## src/rtl/timer_gp.sv

```systemverilog
// General-purpose up-counting timer: prescaler, compare, free-run/periodic/one-shot modes,
// sticky overflow/match flags and a one-cycle irq pulse per flag-set tick.
module timer_gp #(
  parameter int WIDTH   = 32,
  parameter int PRESC_W = 16
) (
  input  logic               i_clock,
  input  logic               i_reset,
  input  logic               i_enable,
  input  logic               i_load,
  input  logic [WIDTH-1:0]   i_load_value,
  input  logic [WIDTH-1:0]   i_compare,
  input  logic [PRESC_W-1:0] i_prescale,
  input  logic [1:0]         i_mode,
  input  logic               i_clear_flags,
  output logic [WIDTH-1:0]   o_value,
  output logic               o_overflow,
  output logic               o_match,
  output logic               o_irq,
  output logic               o_running
);

  typedef enum logic {
    ST_RUN  = 1'b0,
    ST_DONE = 1'b1
  } state_t;

  state_t             state_q, state_d;
  logic [WIDTH-1:0]   cnt_q, cnt_d;
  logic [PRESC_W-1:0] presc_q, presc_d;
  logic               ovf_q, ovf_d;
  logic               match_q, match_d;
  logic               irq_q, irq_d;
  logic               set_ovf, set_match;
  logic               all_ones, hit;

  assign all_ones = (cnt_q == {WIDTH{1'b1}});
  assign hit      = (cnt_q == i_compare);

  always_comb begin
    state_d   = state_q;
    cnt_d     = cnt_q;
    presc_d   = presc_q;
    set_ovf   = 1'b0;
    set_match = 1'b0;

    // A load swallows any tick in the same cycle; the loaded value is first compared on the next tick.
    if (i_load) begin
      cnt_d   = i_load_value;
      presc_d = '0;
      state_d = ST_RUN;
    end else if (i_enable && (state_q == ST_RUN)) begin
      if (presc_q == i_prescale) begin
        presc_d = '0;
        case (i_mode)
          2'b01: begin
            if (hit) begin
              cnt_d     = '0;
              set_match = 1'b1;
            end else begin
              cnt_d   = cnt_q + 1'b1;
              set_ovf = all_ones;
            end
          end
          2'b10: begin
            if (hit) begin
              set_match = 1'b1;
              state_d   = ST_DONE;
            end else begin
              cnt_d   = cnt_q + 1'b1;
              set_ovf = all_ones;
            end
          end
          default: begin
            cnt_d     = cnt_q + 1'b1;
            set_ovf   = all_ones;
            set_match = hit;
          end
        endcase
      end else begin
        presc_d = presc_q + 1'b1;
      end
    end

    // Set beats clear when both happen in the same cycle.
    ovf_d   = set_ovf   | (ovf_q   & ~i_clear_flags);
    match_d = set_match | (match_q & ~i_clear_flags);
    irq_d   = set_ovf | set_match;
  end

  always_ff @(posedge i_clock) begin
    if (i_reset) begin
      state_q <= ST_RUN;
      cnt_q   <= '0;
      presc_q <= '0;
      ovf_q   <= 1'b0;
      match_q <= 1'b0;
      irq_q   <= 1'b0;
    end else begin
      state_q <= state_d;
      cnt_q   <= cnt_d;
      presc_q <= presc_d;
      ovf_q   <= ovf_d;
      match_q <= match_d;
      irq_q   <= irq_d;
    end
  end

  assign o_value    = cnt_q;
  assign o_overflow = ovf_q;
  assign o_match    = match_q;
  assign o_irq      = irq_q;
  assign o_running  = (state_q == ST_RUN);

endmodule

```

## config.mk

```make
export PLATFORM = sky130hd
export DESIGN_NAME = timer_gp
export DESIGN_NICKNAME = d
export VERILOG_FILES = /design/src/rtl/timer_gp.sv
export SDC_FILE = /design/constraint.sdc
export NUM_CORES = 1
export LEC_CHECK = 0
export ABC_CLOCK_PERIOD_IN_PS = 3200
export CORE_ASPECT_RATIO = 1.4
export CORE_MARGIN = 4
export CORE_UTILIZATION = 30
export DETAILED_ROUTE_END_ITERATION = 10
export PLACE_DENSITY = 0.67
export SLEW_MARGIN = 15
export SYNTH_ARGS = -nofsm -noshare
export SYNTH_HDL_FRONTEND = slang
export SYNTH_SLANG_ARGS = --single-unit
```

## constraint.sdc

```tcl
create_clock -name i_clock -period 3.2 [get_ports i_clock]
set_input_delay 0.32 -clock i_clock [delete_from_list [all_inputs] [get_ports i_clock]]
set_output_delay 0.32 -clock i_clock [all_outputs]
set_load 0.005 [all_outputs]
```

==> results.cfg, run 1 <==
[clock_tree]
cts_resized = 0
root_buffer = clkbuf_16
post_cts_buffers = 0
cts_buffer_depth = 2
cts_buffers = 5
clk_latency_ns = 0.29
clock-sinks = 52
holdBufCountCts = 0
cts-htree-levels = 2
tritoncts = built
clk_pin_slew_worst_paths_ns = 0.07

[setup_path]
critical_path_depth = 6
critPathMaxStageDelay_ns = 0.51
cp_slowest_cell = dfxtp_1
cp-start-kind = register
path_buf_inv = 0
r2r-start = o_value[21]
required_ns = 3.37
r2r-end = o_value[16]
crit_arrival_ns = 2.76
critPathLaunch = o_value[21]
r2r_slack_ns = 0.61
ff2ff_path_depth = 6
crit_fanout = 34
cp-end-kind = register
crit_type = reg2reg
path_cells = xor2_1, nor4_1, and4_1, nand3_4, o211a_1, a221o_1
crit_family = simple AND/OR/NAND/NOR gates
endpoint = o_value[16]

[pwr]
leakagePower_nw = 2.03
power.density_mw_per_mm2 = 330
ir_worst_vdd_v = 0.000218

[detailed_routing]
routed-via-count = 3782
wl_met3_um = 904
drcViolationCount = 0
drt-initial-drc-count = 137
ant_nets = 0
wl_met2_um = 6540
first_pass_iters = 4
highest_layer = met4
drt-wirelength-per-cell_um = 17.3
wirelength_um = 12400
vias_per_cell = 5.25
wl_met1_um = 4670

[global_route]
gr-total-overflow = 0
grt_pass1_wl_um = 19500
grt_pass1_vias = 3837
grt_max_degree = 35
grtUsageTotal = 0.172
antenna_found_initial = 0

[placed_design]
gp_congestion = 0.918
hpwl_um = 9880
dp.cells = 713
place_area_mm2 = 0.00504
portBuffers = 122

[die]
chipHeight_um = 139
rows = 47
pin_count = 123
core_mm2 = 0.0119
start_util = 0.309
dieArea_mm2 = 0.0142
fp.dieW_um = 102

[sta]
hold_viol = 0
setup_viol = 0
maxSlewViolCount = 0
fin_crit_ns = 2.59
relSlewSlack = 0.644
setup_tns_ns = 0
fin_skew_ns = 0.00914
period_share = 0.809
rsz0062_at_grt = no
fmax_mhz = 386
tightest_slew_ns = 0.529

[yosys]
synth_ff_type = dfxtp_1
syn_inst = 460
ys_async_sr_fraction = 0
synth-xor-area-share = 0.161
ys_warn_count = 0
syn_area_mm2 = 0.00369
yosys.area_share.simple = 0.315
synth-compound-area-share = 0.163
synth.distinct_cells = 51
synth_nets = 551
synth_edf_count = 0
yosysSeqAreaShare = 0.282
synth_seq_cells = 52
synth_mux_area_frac = 0.0180
synth_top_family_by_area = simple AND/OR/NAND/NOR gates
synth_area_per_cell_um2 = 8.02
synth_adder_area_share = 0.0136

[final_layout]
final_util = 0.438
drive_above_1_share = 0.0750
antenna_cells = 0
final_cell_area_mm2 = 0.00522
syn2layout_area_growth_pct = 41.6
nets = 664
layout.cells.non_filler = 720

[flow_run]
cap_violations = 0

[outcome]
status = finished, final reports clean

[worst_hold_path]
hold_class = reg2reg
layer usage:
metal  track usage  vias up
li1              -     1866
met1         0.196     1758
met2         0.314      136
met3        0.0330       22
met4        0.0539        0
met5             0        -
how the worst min path moves through the flow:
| stage | start | end | slack, ns | depth (start not counted) |
|---|---|---|---|---|
| after global placement | o_overflow | o_overflow | 0.47 | 2 |
| after floorplan | i_load_value[10] | o_value[10] | 0.43 | 2 |
| final | o_overflow | o_overflow | 0.49 | 2 |
| after CTS | o_overflow | o_overflow | 0.49 | 2 |
| after global routing | o_overflow | o_overflow | 0.53 | 2 |
| after detailed placement | o_overflow | o_overflow | 0.48 | 2 |
placed cells by master (no fill, tap or decap), types with 7 or more instances in the layout:
cell type / n
a21oi_1: 11
a221o_1: 8
a31oi_1: 7
and2_1: 19
and3_1: 7
buf_4: 11
clkdlybuf4s50_1: 122
dfxtp_1: 52
inv_1: 9
nand2_1: 42
nand3_1: 28
nand4_1: 19
nor2_1: 44
nor3_1: 12
o211a_1: 8
o211ai_1: 18
o21ai_0: 17
xnor2_1: 16
xor2_1: 52
tightest hold or removal path: cells and delay by family (launching register included):
kind            cells  cell delay, ns
compound gates      1            0.05
flops               1            0.31
simple gates        1            0.07
per-stage QoR:
step / hold slack (ns) / setup WS [ns] / power [mW]
3_3_place_gp: 0.468 / 0.396 / 1.05
2_1_floorplan: 0.429 / 1.12 / 0.849
6_report: 0.485 / 0.610 / 1.72
5_1_grt: 0.527 / 0.435 / 1.79
3_5_place_dp: 0.483 / 0.320 / 1.05
4_1_cts: 0.494 / 0.615 / 1.74
Yosys cell counts (2+ instances only):
library cell | instances | area share
nor3_2 | 2 | 0.0054
nor2b_1 | 6 | 0.010
or2_1 | 2 | 0.0034
nor4_1 | 6 | 0.010
nand3_2 | 2 | 0.0054
nor2_1 | 44 | 0.045
dfxtp_1 | 52 | 0.28
and2_1 | 19 | 0.032
a31oi_1 | 7 | 0.012
o211a_1 | 8 | 0.022
ha_1 | 4 | 0.014
clkbuf_1 | 9 | 0.0092
and3_1 | 7 | 0.012
nor3_1 | 12 | 0.016
and4_1 | 3 | 0.0071
a2111oi_2 | 2 | 0.0081
o22ai_1 | 3 | 0.0051
o21a_1 | 4 | 0.0081
o21ai_0 | 17 | 0.023
xnor2_1 | 16 | 0.038
buf_6 | 2 | 0.0061
inv_1 | 9 | 0.0092
xor2_1 | 52 | 0.12
nand3_1 | 28 | 0.038
nor4_2 | 5 | 0.017
mux2_2 | 5 | 0.015
nand2_1 | 42 | 0.043
o211ai_1 | 18 | 0.037
or2_2 | 3 | 0.0051
nand4_1 | 19 | 0.032
buf_2 | 15 | 0.020
a221o_1 | 8 | 0.022
a21oi_1 | 11 | 0.015
layout make-up:
class | instances | area [um^2]
Clock buffer | 5 | 125
Clock inverter | 2 | 60.1
Fill cell | 1197 | 6710
Inverter | 9 | 33.8
Multi-Input combinational cell | 372 | 2480
Sequential cell | 52 | 1040
Tap cell | 147 | 184
Timing Repair Buffer | 133 | 1300
sequential cells by signal, summed over array words and instances (netlist names):
signal / flops
o_overflow: 1
o_value: 32
o_irq: 1
presc_q: 16
state_q: 1
o_match: 1
kinds of logic (layout without fill, tap and decap cells):
| kind of cell | count (synthesis) | after routing |
|---|---|---|
| AOI/OAI and AO/OA | 83 | 83 |
| muxes | 6 | 6 |
| and+or+nand+nor | 211 | 211 |
| DFF | 52 | 52 |
| adders and majority gates | 4 | 4 |
| xor gates and xnor gates | 68 | 68 |
| buffers and inverters | 36 | 149 |
power breakdown:
group | switching (mW) | internal (mW) | total, mW
clock | 0.238 | 0.444 | 0.682
sequential | 0.0524 | 0.671 | 0.724
combinational | 0.116 | 0.200 | 0.316
total | 0.406 | 1.32 | 1.72
Note: power is estimated with default switching activity, not from simulation.
==> run 2, diff against run 1 <==
- ABC_CLOCK_PERIOD_IN_PS: 3200 -> 2370
- PLACE_DENSITY: 0.67 -> 0.7
- clock period: 3.2 -> 2.37 ns (I/O delays scaled with it)
==> run 2 against run 1 <==
Global-route usage grew 1.3 points. Maximum frequency up 15%. Sequential power grew 32%. Clock power is 24% higher. Total power is 34% higher. Die area stayed put. Critical path type unchanged. Largest cell class unchanged.
==> results.cfg, run 2 (synthesis results as in run 1) <==
[outcome]
status = finished, final reports clean

[die]
rows = 47
chipHeight_um = 139
fp.dieW_um = 102
core_mm2 = 0.0119
start_util = 0.309
dieArea_mm2 = 0.0142
pin_count = 123

[final_layout]
largest_reg_flops = 32
nets = 714
syn2layout_area_growth_pct = 52.8
drive_above_1_share = 0.159
final_cell_mix = clkdlybuf4s50_1 (122), buf_4 (58), xor2_1 (52), dfxtp_1 (49), nor2_1 (44)
layout.cells.non_filler = 771
antenna_cells = 0
fillCellCount = 1160
final_common_cell = clkdlybuf4s50_1
final_util = 0.472

[placed_design]
portBuffers = 122
dp.cells = 763
gp_congestion = 0.932
hpwl_um = 10700

[global_route]
antenna_found_initial = 0
grt_max_degree = 23
grt_pass1_wl_um = 20700
gr-total-overflow = 0
grtUsageTotal = 0.185
grt_pass1_vias = 4108

[worst_hold_path]
hold_depth = 3
hold_class = in2reg
hold_end = o_value[5]
hp-start = i_load_value[5]

[sta]
fin_skew_ns = 0.00942
fmax_mhz = 444
tightest_slew_ns = 0.405
period_share = 0.950
hold_viol = 0
rsz0062_at_grt = no
fin_crit_ns = 2.25
maxSlewViolCount = 0
timing.hold.ws_ns = 0.490
setup_viol = 0
relSlewSlack = 0.728

[setup_path]
r2r_slack_ns = 0.12
r2r-end = o_value[22]
r2r-start = o_value[2]
ff2ff_path_depth = 6
cp-start-kind = register
crit_family = simple AND/OR/NAND/NOR gates
crit_type = reg2reg
path_cells = xor2_1, nor4_2, and4_2, nand3_4, a2111oi_2, o22ai_1
critPathMaxStageDelay_ns = 0.44
critPathLaunch = o_value[2]
path_buf_inv = 0
cp_slowest_cell = nor4_2
required_ns = 2.54
cp-end-kind = register
crit_fanout = 22
crit_arrival_ns = 2.42

[clock_tree]
clk_latency_ns = 0.30
clk_pin_slew_worst_paths_ns = 0.07
root_buffer = clkbuf_16
cts-htree-levels = 2
cts_buffers = 5
post_cts_buffers = 0
clock-sinks = 52
holdBufCountCts = 0
cts_buffer_depth = 2
tritoncts = built

[pwr]
total_power_mw = 2.30
power.density_mw_per_mm2 = 408
leakagePower_nw = 2.29
ir_worst_vdd_v = 0.000240

[detailed_routing]
highest_layer = met4
drcViolationCount = 0
routed-via-count = 4012
wirelength_um = 13200
vias_per_cell = 5.20
drt-wirelength-per-cell_um = 17.1
first_pass_iters = 5
wl_met1_um = 4680
drt-initial-drc-count = 216
wl_met3_um = 1050
wl_met2_um = 6880
ant_nets = 0

[flow_run]
cap_violations = 0
## run 2: changes by cell type in the layout (fill, tap and decap cells not counted), sizes merged
cell    delta
clkbuf     +1
bufinv     -1
clkinv     +1
buf       +50
## run 2: worst register-to-register path, stage by stage (launching register included)
cell and delay (ns):
dfxtp_1 0.37, xor2_1 0.19, nor4_2 0.44, and4_2 0.37
nand3_4 0.27, a2111oi_2 0.38, o22ai_1 0.11
## run 2: per-layer routing
| metal | up-vias | GRT usage |
|---|---|---|
| li1 | 1978 | - |
| met1 | 1864 | 0.192 |
| met2 | 145 | 0.339 |
| met3 | 25 | 0.0506 |
| met4 | 0 | 0.0763 |
| met5 | - | 0 |
## run 2: metrics by stage
stage          instance area (um^2)  setup slack (ns)  setup TNS (ns)
2_1_floorplan                  3690             0.292               0
3_3_place_gp                   5450            -0.164           -3.76
3_5_place_dp                   5450            -0.234           -5.48
4_1_cts                        5620            0.0298               0
5_1_grt                        5640           0.00912               0
6_report                       5640             0.119               0
## run 2: area by class of cell
| class | count | area [um^2] | area share |
|---|---|---|---|
| clock buffer | 6 | 129 | 0.0229 |
| sequential | 52 | 1040 | 0.185 |
| clock inverter | 2 | 35.0 | 0.00622 |
| inverter | 9 | 33.8 | 0.00599 |
| multi-input combinational | 372 | 2490 | 0.442 |
| timing repair buffer | 183 | 1720 | 0.305 |
| tap | 147 | 184 | 0.0326 |
## run 2: how the worst max path moves through the flow
stage	to	slack (ns)	cells past startpoint
3_3_place_gp	o_value[27]	-0.16	7
2_1_floorplan	o_value[22]	0.29	7
3_5_place_dp	o_value[22]	-0.23	7
4_1_cts	o_value[14]	0.03	7
5_1_grt	o_value[22]	0.009	6
6_report	o_value[22]	0.12	6
## run 2: power breakdown
| group | leakage [nW] | total [mW] | internal (mW) | switching, mW |
|---|---|---|---|---|
| combinational | 1.78 | 0.497 | 0.305 | 0.192 |
| sequential | 0.426 | 0.955 | 0.907 | 0.0479 |
| clock | 0.0808 | 0.848 | 0.498 | 0.349 |
| total | 2.29 | 2.30 | 1.71 | 0.589 |
## run 2: what timing repair did
action                     CTS  global route
setup endpoints to repair   14            24
cloned                       0             0
gates resized for setup      1             5
